--- src/rtl/tl_timed_cntr.sv ---
// -----------------------------------------------------------------------------
// tl_timed_cntr
//
// Timed sequencer for a two-road intersection. A Moore FSM steps through the
// four phases A green -> A yellow -> B green -> B yellow. The road sensors and
// a per-state dwell timer decide when each phase ends:
//   - a green phase lasts at least MIN_GREEN cycles;
//   - a green phase ends after MAX_GREEN cycles if the other road is waiting;
//   - a yellow phase lasts exactly YELLOW cycles, whatever the sensors do.
//
// Parameters
//   MIN_GREEN : minimum green dwell in cycles          (1 <= MIN_GREEN)
//   MAX_GREEN : forced-exit green dwell in cycles      (MIN_GREEN <= MAX_GREEN <= 2^TW-1)
//   YELLOW    : exact yellow dwell in cycles           (1 <= YELLOW <= 2^TW)
//   TW        : dwell timer width
//
// Ports
//   clk      in   1   rising-edge clock
//   reset_n  in   1   asynchronous active-low reset
//   Ta       in   1   traffic present on road A
//   Tb       in   1   traffic present on road B
//   cs       out  2   current state: S0=00 S1=01 S2=10 S3=11 (registered)
//   La       out  2   road A light: green=00 yellow=01 red=10 (decoded from cs)
//   Lb       out  2   road B light: same encoding as La
//   tmr      out  TW  cycles spent in the current state, from 0, saturating
// -----------------------------------------------------------------------------
module tl_timed_cntr #(
    parameter int MIN_GREEN = 4,
    parameter int MAX_GREEN = 16,
    parameter int YELLOW    = 3,
    parameter int TW        = 5
) (
    input  logic          clk,
    input  logic          reset_n,
    input  logic          Ta,
    input  logic          Tb,
    output logic [1:0]    cs,
    output logic [1:0]    La,
    output logic [1:0]    Lb,
    output logic [TW-1:0] tmr
);

    // Phase encoding is visible on cs, so the values are fixed.
    typedef enum logic [1:0] {
        S0_A_GREEN  = 2'b00,
        S1_A_YELLOW = 2'b01,
        S2_B_GREEN  = 2'b10,
        S3_B_YELLOW = 2'b11
    } state_t;

    localparam logic [1:0] LIGHT_GREEN  = 2'b00;
    localparam logic [1:0] LIGHT_YELLOW = 2'b01;
    localparam logic [1:0] LIGHT_RED    = 2'b10;

    // The timer holds the number of cycles already spent in the state, so a
    // dwell of N cycles ends on the edge that samples tmr = N-1.
    localparam logic [TW-1:0] MIN_LAST = TW'(MIN_GREEN - 1);
    localparam logic [TW-1:0] MAX_LAST = TW'(MAX_GREEN - 1);
    localparam logic [TW-1:0] YEL_LAST = TW'(YELLOW - 1);
    localparam logic [TW-1:0] TMR_SAT  = {TW{1'b1}};

    state_t        r_state;
    state_t        w_next_state;
    logic [TW-1:0] r_tmr;
    logic [TW-1:0] w_tmr_next;
    logic          w_min_done;
    logic          w_max_done;
    logic          w_yel_done;
    logic          w_state_change;

    // -------------------------------------------------------------------------
    // Dwell qualifiers shared by both roads' green and yellow phases.
    // -------------------------------------------------------------------------
    assign w_min_done = (r_tmr >= MIN_LAST);
    assign w_max_done = (r_tmr >= MAX_LAST);
    assign w_yel_done = (r_tmr == YEL_LAST);

    // -------------------------------------------------------------------------
    // Next-state logic. A green phase ends early when its own road empties
    // (after the minimum), or is forced to end when the other road has waited
    // for the maximum. Both terms are ORed, so they can never conflict.
    // Yellow ignores the sensors completely.
    // -------------------------------------------------------------------------
    always_comb begin
        // NOTE: default assigned first so every path drives the signal and no latch is inferred.
        w_next_state = r_state;
        unique case (r_state)
            S0_A_GREEN: begin
                if ((w_min_done && !Ta) || (w_max_done && Tb))
                    w_next_state = S1_A_YELLOW;
            end
            S1_A_YELLOW: begin
                if (w_yel_done)
                    w_next_state = S2_B_GREEN;
            end
            S2_B_GREEN: begin
                if ((w_min_done && !Tb) || (w_max_done && Ta))
                    w_next_state = S3_B_YELLOW;
            end
            S3_B_YELLOW: begin
                if (w_yel_done)
                    w_next_state = S0_A_GREEN;
            end
            default: w_next_state = S0_A_GREEN;
        endcase
    end

    // -------------------------------------------------------------------------
    // Dwell timer: restarts at 0 on entry to a new state and otherwise counts
    // up, sticking at all-ones so a long starvation hold never wraps back into
    // the short-dwell range.
    // -------------------------------------------------------------------------
    assign w_state_change = (w_next_state != r_state);

    always_comb begin
        w_tmr_next = r_tmr;
        if (w_state_change)
            w_tmr_next = '0;
        else if (r_tmr != TMR_SAT)
            w_tmr_next = r_tmr + TW'(1);
    end

    // -------------------------------------------------------------------------
    // State and timer registers.
    // -------------------------------------------------------------------------
    always_ff @(posedge clk or negedge reset_n) begin
        if (!reset_n) begin
            r_state <= S0_A_GREEN;
            r_tmr   <= '0;
        end else begin
            // NOTE: non-blocking so every register samples pre-edge values.
            r_state <= w_next_state;
            r_tmr   <= w_tmr_next;
        end
    end

    // -------------------------------------------------------------------------
    // Moore output decode from the registered state only; lights change in the
    // same cycle as cs. The 2'b11 light code is never produced.
    // -------------------------------------------------------------------------
    always_comb begin
        La = LIGHT_RED;
        Lb = LIGHT_RED;
        unique case (r_state)
            S0_A_GREEN:  begin La = LIGHT_GREEN;  Lb = LIGHT_RED;    end
            S1_A_YELLOW: begin La = LIGHT_YELLOW; Lb = LIGHT_RED;    end
            S2_B_GREEN:  begin La = LIGHT_RED;    Lb = LIGHT_GREEN;  end
            S3_B_YELLOW: begin La = LIGHT_RED;    Lb = LIGHT_YELLOW; end
            default:     begin La = LIGHT_RED;    Lb = LIGHT_RED;    end
        endcase
    end

    assign cs  = r_state;
    assign tmr = r_tmr;

endmodule

--- config.mk ---
export PLATFORM = sky130hd
export DESIGN_NAME = tl_timed_cntr
export DESIGN_NICKNAME = d
export VERILOG_FILES = /design/src/rtl/tl_timed_cntr.sv
export SDC_FILE = /design/constraint.sdc
export NUM_CORES = 1
export LEC_CHECK = 0
export ABC_AREA = 1
export CAP_MARGIN = 20
export CORE_AREA = 2 2 39 41
export DETAILED_ROUTE_END_ITERATION = 8
export DIE_AREA = 0 0 41 43
export SETUP_SLACK_MARGIN = 0.3
export SLEW_MARGIN = 25
export SYNTH_ARGS = -nofsm -noshare
export SYNTH_HDL_FRONTEND = slang
export SYNTH_SLANG_ARGS = --single-unit
--- constraint.sdc ---
create_clock -name clk -period 1.39 [get_ports clk]
set_input_delay 0.278 -clock clk [delete_from_list [all_inputs] [get_ports clk]]
set_output_delay 0.278 -clock clk [all_outputs]
set_load 0.02 [all_outputs]
==> impl_metrics.toml, run 1 <==
[outcome]
outcome = "complete, but fails checks"
violations = "negative setup slack"

[detailed_routing]
drtIter0Drc = 3
dr.pass1.iters = 4
drc_errors = 0
vias = 505
viasPerCell = 4.59
routedWlPerCell_um = 11.6
wirelength_mm = 1.28
drtAntennaViolNets = 0

[placement]
dpl_cell_area_sq_um = 692
dp_hpwl_um = 827
place.gp.congestion = 0.765
post-place-ws_ns = -0.0605
numPortBuffers = 14

[global_routing]
grt_first_pass_wirelength_mm = 1.77
grt_pass1_vias = 439
grt_max_degree = 8
gr-usage-all-layers_pct = 15.4
gr-total-overflow = 0
antenna_found_initial = 0

[timing]
max_slew_margin_pct = 76.2
post-route-period-util_pct = 105
worstMarginPinSlew_ns = 0.356
layout_min_cycle_time_ns = 1.46
finalClockSkew_ns = 0.00428
setup_violations = 7
fmax_mhz = 684
final-max-slew-violation-count = 0
hold_viol_final = 0
worst_slack_ns = -0.0709
rsz0062_at_grt = "yes"

[yosys]
netlist.area_leader.share_pct = 39.4
ys_types = 14
async_reset_ff_share_pct = 100
synth_fp_nets = 64
synth-edff-count = 0
avgSynthCellArea_sq_um = 7.93
ys_warn_count = 0
netlist_instances = 56
yosysTopAreaCell = "dfrtp_1"
synth.cell_area_sq_um = 444
ys_ff_latch = 7
synth_flop_cell = "dfrtp_1"
synthTopCellsByArea = "dfrtp_1 (39%), ha_1 (11%), nand2_1 (8.5%)"
seq_area_frac_synth_pct = 39.4

[cells_and_area]
fin_area_sq_um = 906
drive_above_1_share_pct = 60.6
area_growth_pct = 104
num_antenna_cells = 0
nets = 103
final_common_cell = "buf_6"
finish.utilization_pct = 65.5
n_fill_cell = 113
final_cell_mix = "buf_6 (17), buf_4 (15), nand2_1 (8), a21oi_2 (5)"

[power]
leakagePower_nw = 0.430
power.total_mw = 2.25
ir_worst_vdd_v = 0.00113
p_per_area_nw_per_um2 = 2480

[setup_path]
crit_slowest_cell = "dfrtp_2"
rr_startpoint = "tmr[1]"
path_buf_inv = 2
slowest_delay_ns = 0.43
cp-end-kind = "register"
worst_r2r_endpoint = "cs[0]"
worst-r2r-cell-count = 10
cp_max_fo = 6
cp_cell_sequence = "ha_4 -> inv_4 -> nor2_4 -> ha_2 -> nor2_1 -> o21ai_1 -> nand2_1 -> nand3_4 -> nand2_2 -> inv_1"
cp_num_cells = 10
arrival_ns = 1.61
rrSetupSlack_ns = -0.07
path_delay_family = "simple AND/OR/NAND/NOR gates"
critPathLaunchType = "register"
required_ns = 1.54
crit_type = "register to register"

[clocking]
path_clk_slew_ns = 0.06
cts_buffers = 3
clk_latency_ns = 0.26
cts_hold_buf = 0
cts_sinks = 7
htreeDepth = 1
clock-root-buffer = "clkbuf_4"
cts_tree = "done"
ctsLongestPathBuffers = 2

[floorplan]
io_pins = 15
start_util_pct = 32.1
dieHeight_um = 43
die_w_um = 41
die_area_sq_um = 1760
fp-row-count = 14
coreArea_sq_um = 1380

[flow_run]
drv_cap = 0

[worst_hold_path]
worstHoldPathType = "input pin to asynchronous set/reset pin"
[final cells by class]
type | instances | area, sq um | share of cell area, %
clock buffer | 4 | 26.3 | 2.90
sequential | 7 | 179 | 19.8
tap | 16 | 20.0 | 2.21
inverter | 9 | 41.3 | 4.56
timing repair buffer | 35 | 334 | 36.9
multi-input combinational | 39 | 305 | 33.7
[worst max-delay path by stage]
stage                      start  endpoint  slack, ns
after floorplan           tmr[1]     cs[0]      -0.01
after global placement    tmr[1]    tmr[2]      -0.02
after detailed placement  tmr[1]    tmr[2]      -0.06
after CTS                 tmr[1]    tmr[3]      -0.06
after global routing      tmr[1]     cs[0]      -0.16
final                     tmr[1]     cs[0]      -0.07
[power breakdown]
| part | switching (mW) | leakage (nW) | internal [mW] |
|---|---|---|---|
| registers | 0.0933 | 0.0842 | 0.297 |
| clock network | 0.0858 | 0.0150 | 0.110 |
| logic | 0.788 | 0.331 | 0.871 |
[synth_stat cells (2+ instances only)]
cell,n
a21oi_1,7
dfrtp_1,7
ha_1,4
inv_1,9
nand2_1,10
nand4_1,3
nor2_1,5
o21ai_1,2
xor2_1,4
[through the flow]
step | TNS [ns] | hold slack, ns | instances
finish | -0.384 | 0.291 | 110
global route | -0.996 | 0.302 | 110
CTS | -0.299 | 0.288 | 105
detailed placement | -0.288 | 0.574 | 94
global placement | -0.119 | 0.577 | 94
floorplan | -0.0653 | -0.0176 | 56
[routing by layer]
layer / share of wire [%] / wire length, um / GRT usage [%]
met5: 0 / 0 / 0
met4: 1.8 / 23 / 10.0
met3: 4.1 / 52 / 3.14
met2: 55 / 705 / 25.9
met1: 39 / 496 / 15.9
[worst reg2reg max path, delay by kind of cell (launching register included)]
family,cells,cell delay [ns]
AO/OA/AOI/OAI,1,0.06
adder cells (fa/ha/maj),2,0.34
buffers and inverters,2,0.09
flip-flops,1,0.43
AND/OR/NAND/NOR,5,0.44
[state kept, by name (all words and copies together), names as in the netlist]
register / count
cs: 2
tmr: 5
[cell families after synthesis]
logic type / share of synthesized area, %
compound gates: 11.3
xor+xnor: 7.89
fa+ha+maj: 11.3
buf+inv: 8.45
flops: 39.4
simple gates: 21.7
[repair_timing]
| action | CTS | global route |
|---|---|---|
| pin swaps | 8 | 4 |
| resized for setup | 72 | 18 |
| buffers inserted | 7 | 5 |
| setup endpoints to repair | 18 | 18 |
| hold endpoints to repair | 0 | 0 |
Power figures use the tool's default switching activity.
==> run 2: changes to the inputs <==
CTS_CLUSTER_DIAMETER = 100   (was default)
HOLD_SLACK_MARGIN = 0.15   (was default)
==> results of run 2 <==
The final DEF is identical to that of run 1; final timing and power are the same.
